<file path="config.mk">
export PLATFORM = sky130hd
export DESIGN_NAME = cmp_result_filter
export DESIGN_NICKNAME = d
export VERILOG_FILES = /design/src/rtl/cmp_result_filter.sv
export SDC_FILE = /design/constraint.sdc
export NUM_CORES = 1
export LEC_CHECK = 0
export BUFFER_PORTS_ARGS = -buffer_cell sky130_fd_sc_hd__buf_2
export CAP_MARGIN = 20
export CORE_AREA = 5 5 81 83
export CTS_CLUSTER_DIAMETER = 50
export DETAILED_ROUTE_END_ITERATION = 7
export DIE_AREA = 0 0 86 88
export PLACE_DENSITY = 0.44
export SLEW_MARGIN = 20
export SYNTH_ARGS = -nofsm -noshare
export SYNTH_HDL_FRONTEND = slang
export SYNTH_SLANG_ARGS = --single-unit
</file>
<file path="constraint.sdc">
create_clock -name clk -period 2.9 [get_ports clk]
set_input_delay 0.145 -clock clk [delete_from_list [all_inputs] [get_ports clk]]
set_output_delay 0.145 -clock clk [all_outputs]
set_load 0.01 [all_outputs]
</file>
<file path="src/rtl/cmp_result_filter.sv">
// Debounce filter for the one-hot {G,E,L} result of the 4-bit magnitude comparator.
// Define CMP_HIST_EN to add per-code raw sample histogram counters.
module cmp_result_filter #(
  parameter int unsigned STABLE_CNT = 4,
  parameter int unsigned CNT_W      = 8
) (
  input  logic             clk,
  input  logic             rst,
  input  logic             in_valid,
  input  logic [2:0]       r_in,
  input  logic             clr,
  output logic [2:0]       filt_o,
  output logic             chg_o,
  output logic [CNT_W-1:0] change_cnt,
  output logic             err,
  output logic [1:0]       state_o
`ifdef CMP_HIST_EN
  ,
  output logic [CNT_W-1:0] gt_cnt,
  output logic [CNT_W-1:0] eq_cnt,
  output logic [CNT_W-1:0] lt_cnt
`endif
);

  localparam int unsigned RUN_W = 8;

  typedef enum logic [1:0] {
    S_EMPTY    = 2'b00,
    S_SETTLING = 2'b01,
    S_LOCKED   = 2'b10
  } state_t;

  state_t           r_state;
  state_t           w_state_nxt;
  logic [2:0]       r_cand;
  logic [RUN_W-1:0] r_run;
  logic [2:0]       r_filt;
  logic             r_chg;
  logic [CNT_W-1:0] r_cnt;
  logic             r_err;

  logic             w_legal;
  logic             w_accept;
  logic [2:0]       w_cand_nxt;
  logic [RUN_W-1:0] w_run_nxt;
  logic [2:0]       w_filt_nxt;

  assign w_legal = (r_in == 3'b100) || (r_in == 3'b010) || (r_in == 3'b001);

  // Candidate/run tracking and acceptance decision for this edge
  always_comb begin
    w_cand_nxt = r_cand;
    w_run_nxt  = r_run;
    w_accept   = 1'b0;
    w_filt_nxt = r_filt;
    if (in_valid) begin
      if (w_legal) begin
        if (r_in == r_cand) begin
          w_run_nxt = (r_run == RUN_W'(STABLE_CNT)) ? r_run : r_run + RUN_W'(1);
        end else begin
          w_cand_nxt = r_in;
          w_run_nxt  = RUN_W'(1);
        end
        if ((w_run_nxt == RUN_W'(STABLE_CNT)) && (w_cand_nxt != r_filt)) begin
          w_accept   = 1'b1;
          w_filt_nxt = w_cand_nxt;
        end
      end else begin
        w_cand_nxt = 3'b000;
        w_run_nxt  = '0;
      end
    end
  end

  // Next state, judged from the post-update candidate and filter values
  always_comb begin
    w_state_nxt = r_state;
    case (r_state)
      S_EMPTY: begin
        if (in_valid && w_legal) w_state_nxt = w_accept ? S_LOCKED : S_SETTLING;
      end
      S_SETTLING: begin
        if (w_accept) begin
          w_state_nxt = S_LOCKED;
        end else if (in_valid && !w_legal) begin
          w_state_nxt = (r_filt != 3'b000) ? S_LOCKED : S_EMPTY;
        end else if (in_valid && (w_cand_nxt == r_filt) && (r_filt != 3'b000)) begin
          w_state_nxt = S_LOCKED;
        end
      end
      S_LOCKED: begin
        if (in_valid && w_legal && (w_cand_nxt != r_filt))
          w_state_nxt = w_accept ? S_LOCKED : S_SETTLING;
      end
      default: w_state_nxt = S_EMPTY;
    endcase
  end

  always_ff @(posedge clk) begin
    if (rst) begin
      r_state <= S_EMPTY;
      r_cand  <= 3'b000;
      r_run   <= '0;
      r_filt  <= 3'b000;
      r_chg   <= 1'b0;
      r_cnt   <= '0;
      r_err   <= 1'b0;
    end else begin
      r_state <= w_state_nxt;
      r_cand  <= w_cand_nxt;
      r_run   <= w_run_nxt;
      r_filt  <= w_filt_nxt;
      r_chg   <= w_accept;
      // clr wins over a same-edge count or error
      if (clr) begin
        r_cnt <= '0;
        r_err <= 1'b0;
      end else begin
        if (w_accept) r_cnt <= r_cnt + CNT_W'(1);
        if (in_valid && !w_legal) r_err <= 1'b1;
      end
    end
  end

  assign filt_o     = r_filt;
  assign chg_o      = r_chg;
  assign change_cnt = r_cnt;
  assign err        = r_err;
  assign state_o    = r_state;

`ifdef CMP_HIST_EN
  localparam logic [CNT_W-1:0] CNT_MAX = {CNT_W{1'b1}};

  logic [CNT_W-1:0] r_gt;
  logic [CNT_W-1:0] r_eq;
  logic [CNT_W-1:0] r_lt;
  logic             w_smp;

  assign w_smp = in_valid && w_legal;

  // Raw per-code sample counts, saturating
  always_ff @(posedge clk) begin
    if (rst || clr) begin
      r_gt <= '0;
      r_eq <= '0;
      r_lt <= '0;
    end else if (w_smp) begin
      if (r_in[2] && (r_gt != CNT_MAX)) r_gt <= r_gt + CNT_W'(1);
      if (r_in[1] && (r_eq != CNT_MAX)) r_eq <= r_eq + CNT_W'(1);
      if (r_in[0] && (r_lt != CNT_MAX)) r_lt <= r_lt + CNT_W'(1);
    end
  end

  assign gt_cnt = r_gt;
  assign eq_cnt = r_eq;
  assign lt_cnt = r_lt;
`endif

endmodule

</file>
==> results of run 1 <==
## flip-flops by register name, summed over array words and instances (netlist names)
signal      cells
err             1
r_run           8
filt_o          3
state_o         2
r_cand          3
change_cnt      8
chg_o           1
## power groups by stage
stage                     combinational, µW  clock [µW]  sequential (µW)
final                                  78.0         306              366
after global routing                   86.3         333              367
after CTS                              78.8         320              366
after detailed placement               78.5           0              375
after global placement                 80.1           0              374
after floorplan                        61.3           0              373
## cell usage in the layout, fill, tap and decap left out, drive strengths merged, types with 3 or more instances in the layout
cell type	n
dfxtp	26
buf	23
a21oi	16
nor2	15
nand3	13
nand2	12
o21ai	12
xnor2	7
or3	7
xor2	6
o41ai	6
inv	4
nand4	4
nor4bb	3
nand2b	3
ha	3
clkbuf	3
nor3	3
o311ai	3
a22oi	3
## critical path, delay by kind of cell (launching register included)
family	cells	cell delay, ns
compound gates	3	0.85
xor+xnor	1	0.32
fa+ha+maj	1	0.29
flops	1	0.53
simple gates	2	0.32
## layer usage
layer	vias up	track usage (%)	share of wire, %
li1	721	-	-
met1	673	13.7	48
met2	19	18.7	48
met3	4	2.73	2.7
met4	0	3.02	1.1
met5	-	0	0
## per-stage QoR
step	instances	setup slack [ns]
finish	274	0.495
global route	274	0.265
CTS	274	0.501
detailed placement	270	0.532
global placement	270	0.586
floorplan	184	0.935
## final timing paths
| check | from | to | cells past startpoint |
|---|---|---|---|
| setup / recovery | r_run[0] | change_cnt[3] | 7 |
| hold / removal | r_in[0] | filt_o[0] | 3 |
| setup reg to reg | r_run[0] | change_cnt[3] | 7 |
| hold reg to reg | change_cnt[7] | change_cnt[7] | 2 |
## cells by family (layout without fill, tap and decap cells)
kind of cell / after synthesis / after routing
adders and majority gates: 3 / 3
muxes: 2 / 2
DFF: 26 / 26
AOI/OAI and AO/OA: 53 / 53
xor gates and xnor gates: 13 / 13
and+or+nand+nor: 71 / 71
buffers and inverters: 16 / 31
## layout make-up
class / instances / area [µm²]
tap: 75 / 93.8
clock inverter: 1 / 30.0
fill: 621 / 3960
sequential: 26 / 520
timing repair buffer: 23 / 120
clock buffer: 3 / 41.3
multi-input combinational: 142 / 996
inverter: 4 / 15.0
==> metrics.txt, run 1 <==
crit path cell chain ha_1 > and3_1 > nand3_1 > xnor2_1 > a2bb2oi_2 > o311ai_0 > o41ai_1; Setup Viol. Count Final 0; CP Max Fanout 13; Mapped Cells 184; row count 28; Reg clk slew, reported paths 0.09 ns; CTS root buf clkbuf_8; DR vias 1,417; switching share of power 23.7%; fin area 0.00182 mm²; first-pass GRT wire length 6.67 mm; Startpoint Class flip-flop; Adder-Cell Fraction of Synth Area 2.33%; CTS max path bufs 2; CP required 3.08 ns; RSZ-0062 raised after global routing false; VDD IR max 0.280 mV; # diodes 0; Power Total 751 µW; area delta synth->final 12.7%; core footprint 0.00578 mm²; Final TNS setup 0 ns; XOR/XNOR Fraction of Synth Area 7.07%; final hold violations 0; register area share after synthesis 32.3%; layout cells sized above 1 20.1%; Tot GR Track Use 11.0%; count of cell types in the netlist 52; Yosys top cell by area dfxtp_1; flops & latches, synth 26; HP Class input port to flip-flop; vias in the first global route 1,339; status complete, no violations; Tmin final 2.41 ns; router iterations before antenna repair 4; CTS Buf Count 3; internal power 572 µW; I/O Pins 22; power share of the combinational group 10.4%; hpwl dp 2.88 mm; Psw 178 µW; synth warn 0; FF-to-FF setup slack 0.49 ns; Crit Path Class flip-flop to flip-flop; most frequent cell after synthesis dfxtp_1; post-synthesis mux area share 1.24%; Synth top cells by count 26 x dfxtp_1, 16 x a21oi_1, 15 x nor2_1; hold buffers post-CTS 0; Nets 210; Port Buffers 21; clock skew 0.00330 ns; Starting Density 27.9%; period utilization 82.9%; post-synthesis simple-gate area fraction 26.3%; Yosys top cell area share 32.3%; initial antenna violation count 0; Max-Slew Margin vs Limit 58.8%; clock sinks 26; Synthesized Nets 194; power share of the clock group 40.8%; FMAX 416 MHz; vias per inst 5.17; die height 88 µm; async set or reset register ratio after synthesis 0%; Cell Pwr Density 413 mW/mm²; Max stage delay cell, worst path dfxtp_1; initial drt markers 115; DR WL/cell 14.5 µm; total wire length 3.98 mm; Die ar. 0.00757 mm²; EDFF count, synth 0; ranking of synthesized cells by area dfxtp_1 32%, a21oi_1 5.0%, xnor2_1 3.8%, nand3_1 3.7%, nor2_1 3.5%; largest family of logic cells by synthesized area simple AND/OR/NAND/NOR gates; placer congestion estimate 0.754; Final ANT Viol Nets 0; Post-Synthesis Cell Area 0.00161 mm²; Final Max Slew Viols 0; grt total ovfl 0; highest cell delay on the worst timing path 0.53 ns; Core Util, Final 31.4%; DRC viols 0; Clk Latency, worst-skew pair 0.27 ns; Critical Path AT 2.59 ns; Post-CTS Setup Inserts 0; Avg Inst Size Synth 8.76 µm²; post-place instance area 0.00175 mm²; CTS HTree Levels 1; critical path endpoint category flip-flop; Die X 86 µm; worst slew pin tran 0.610 ns; max-cap viol count 0; worst hold slack 0.209 ns; CTS tree built; commonest register cell after synthesis dfxtp_1; register share of total power 48.8%; Synth Area in Compound Gates 24.8%; largest net degree at the start of global routing 26; leakage 0.000690 µW; post-CTS sizing 0
(Power assumes the default switching activity.)
==> inputs of run 2 (changes only) <==
==> constraint.sdc (replaced) <==
create_clock -name clk -period 2.3 [get_ports clk]
set_input_delay 0.115 -clock clk [delete_from_list [all_inputs] [get_ports clk]]
set_output_delay 0.115 -clock clk [all_outputs]
set_load 0.01 [all_outputs]
==> run 2 against run 1 <==
Net effect: die area is the same; final cell count grew 1.5%; utilization grew 0.87 points; sequential power grew 26%; count of clock-buffer cells in the layout is the same; maximum frequency grew 16%; final area grew 2.8%; sequential share of layout area shrank 0.77 points; worst hold slack lost 0.036 ns; clock skew shrank 0.00052 ns; wire length grew 2.2%; register-to-register slack lost 0.27 ns.
==> metrics.txt, run 2 (synthesis results as in run 1) <==
# diodes 0 (unchanged); Cell Pwr Density 515 mW/mm² (+25%); delay-heaviest family, CP compound AO/OA/AOI/OAI gates; highest cell delay on the worst timing path 0.41 ns (-0.12 ns); Final ANT Viol Nets 0 (unchanged); Tmin final 2.08 ns (-0.326 ns); worst hold slack 0.173 ns (-0.0358 ns); initial drt markers 49 (-57%); crit path cell chain ha_1 > and3_1 > nand3_1 > xnor2_1 > a2bb2oi_2 > buf_12 > o311ai_0 > o41ai_1; core footprint 0.00578 mm² (unchanged); vias per inst 5.22 (+1.0%); Max Used Layer met4; Crit Path Class flip-flop to flip-flop; total wire length 4.06 mm (+2.2%); routed wl met2 2.03 mm (+5.6%); area delta synth->final 15.8%; hpwl dp 2.98 mm (+3.3%); clock sinks 26 (unchanged); Nets 214 (+1.9%); Post-Route M1 WL 1.88 mm (-1.1%); CTS HTree Levels 1 (unchanged); CTS tree built; Final TNS setup 0 ns (unchanged); grt total ovfl 0 (unchanged); Clk Latency, worst-skew pair 0.27 ns (about the same); CTS root buf clkbuf_8; commonest non-fill, non-tap cell in the layout dfxtp_1; CTS Buf Count 3 (unchanged); initial antenna violation count 0 (unchanged); status complete, no violations; Startpoint Class flip-flop; first-pass GRT wire length 6.91 mm (+3.6%); I/O Pins 22 (unchanged); Max-Slew Margin vs Limit 55.8% (-3.0 points); RSZ-0062 raised after global routing false; max-cap viol count 0 (unchanged); CP required 2.46 ns (-0.62 ns); DR vias 1,452 (+2.5%); layout cells sized above 1 21.7% (+1.6 points); CTS max path bufs 2 (unchanged); leakage 0.000716 µW (+3.7%); Critical Path AT 2.24 ns (-0.35 ns); Final Max Slew Viols 0 (unchanged); routed wl met3 104 µm (-3.7%); FF-to-FF setup slack 0.22 ns (-0.27 ns); Starting Density 27.9% (unchanged); final hold violations 0 (unchanged); worst slew pin tran 0.654 ns (+0.0446 ns); most frequent cells in the layout 26 x dfxtp_1, 21 x buf_2, 16 x a21oi_1; CP Depth 8 (+1); Die X 86 µm (unchanged); Tot GR Track Use 11.4% (+0.49 points); DRC viols 0 (unchanged); router iterations before antenna repair 4 (unchanged); placer congestion estimate 0.752 (-0.37%); critical path endpoint category flip-flop; VDD IR max 0.225 mV (-19%); Port Buffers 21 (unchanged); clock skew 0.00278 ns (-0.000521 ns); FMAX 481 MHz (+16%); Die ar. 0.00757 mm² (unchanged); worst path bufs/invs 1 (+1); largest net degree at the start of global routing 26 (unchanged); Setup Viol. Count Final 0 (unchanged); CP Max Fanout 13 (unchanged); HP Class input port to flip-flop; vias in the first global route 1,427 (+6.6%); Max stage delay cell, worst path dfxtp_1; row count 28 (unchanged); DR WL/cell 14.6 µm (+0.69%); Reg clk slew, reported paths 0.10 ns (about the same); hold depth 3 (unchanged); R2R depth 8 (+1); period utilization 90.4% (+7.5 points); die height 88 µm (unchanged)
==> run 2: cell count changes in the layout (fill, tap and decap cells not counted) <==
| cell | before | now |
|---|---|---|
| o22ai_2 | 1 | 0 |
| o311ai_0 | 2 | 1 |
| buf_4 | 2 | 5 |
| o22ai_4 | 0 | 1 |
| buf_12 | 0 | 1 |
| o311ai_1 | 0 | 1 |
==> run 2: metrics by stage <==
stage | std cells | util, % | power [µW] | cell area (µm²) | setup slack [ns]
3_5_place_dp | 274 | 30.9 | 579 | 1790 | 0.231
3_3_place_gp | 274 | 30.9 | 579 | 1790 | 0.264
4_1_cts | 278 | 32.2 | 970 | 1860 | 0.184
2_1_floorplan | 184 | - | 547 | 1610 | 0.335
6_report | 278 | 32.3 | 962 | 1870 | 0.221
5_1_grt | 278 | 32.3 | 1000 | 1870 | 0.0294
==> run 2: cell type report <==
class                           instances  area, µm²
Multi-Input combinational cell        142       1000
Inverter                                4       15.0
Fill cell                             610       3910
Timing Repair Buffer                   27        163
Clock buffer                            3       41.3
Sequential cell                        26        520
Clock inverter                          1       30.0
Tap cell                               75       93.8
==> run 2: worst register-to-register path, delay by kind of cell, from the launching register on <==
| kind | cells | cell delay, ns |
|---|---|---|
| AOI/OAI and AO/OA | 3 | 0.64 |
| and+or+nand+nor | 2 | 0.32 |
| DFF | 1 | 0.41 |
| xor gates and xnor gates | 1 | 0.22 |
| buffers and inverters | 1 | 0.15 |
| adders and majority gates | 1 | 0.24 |
==> run 2: timing repair <==
| action | in CTS | in global routing |
|---|---|---|
| gates resized for setup | 0 | 2 |
| hold buffers | 0 | 0 |
| setup endpoints to repair | 0 | 1 |
| setup buffers | 0 | 0 |
==> run 2: report_power, final <==
part | switching (µW) | internal [µW]
clock | 159 | 233
combinational | 69.5 | 40.3
sequential | 5.07 | 455
==> run 2: worst paths after layout <==
path / to / startpoint
setup reg to reg: change_cnt[3] / r_run[0]
hold / removal: filt_o[1] / r_in[1]
setup / recovery: change_cnt[3] / r_run[0]
hold reg to reg: change_cnt[7] / change_cnt[7]
==> run 2: per-layer routing <==
metal,vias up,global-route usage [%]
met5,-,0
met4,0,4.46
met3,4,1.79
met2,26,19.4
met1,696,14.6
li1,726,-
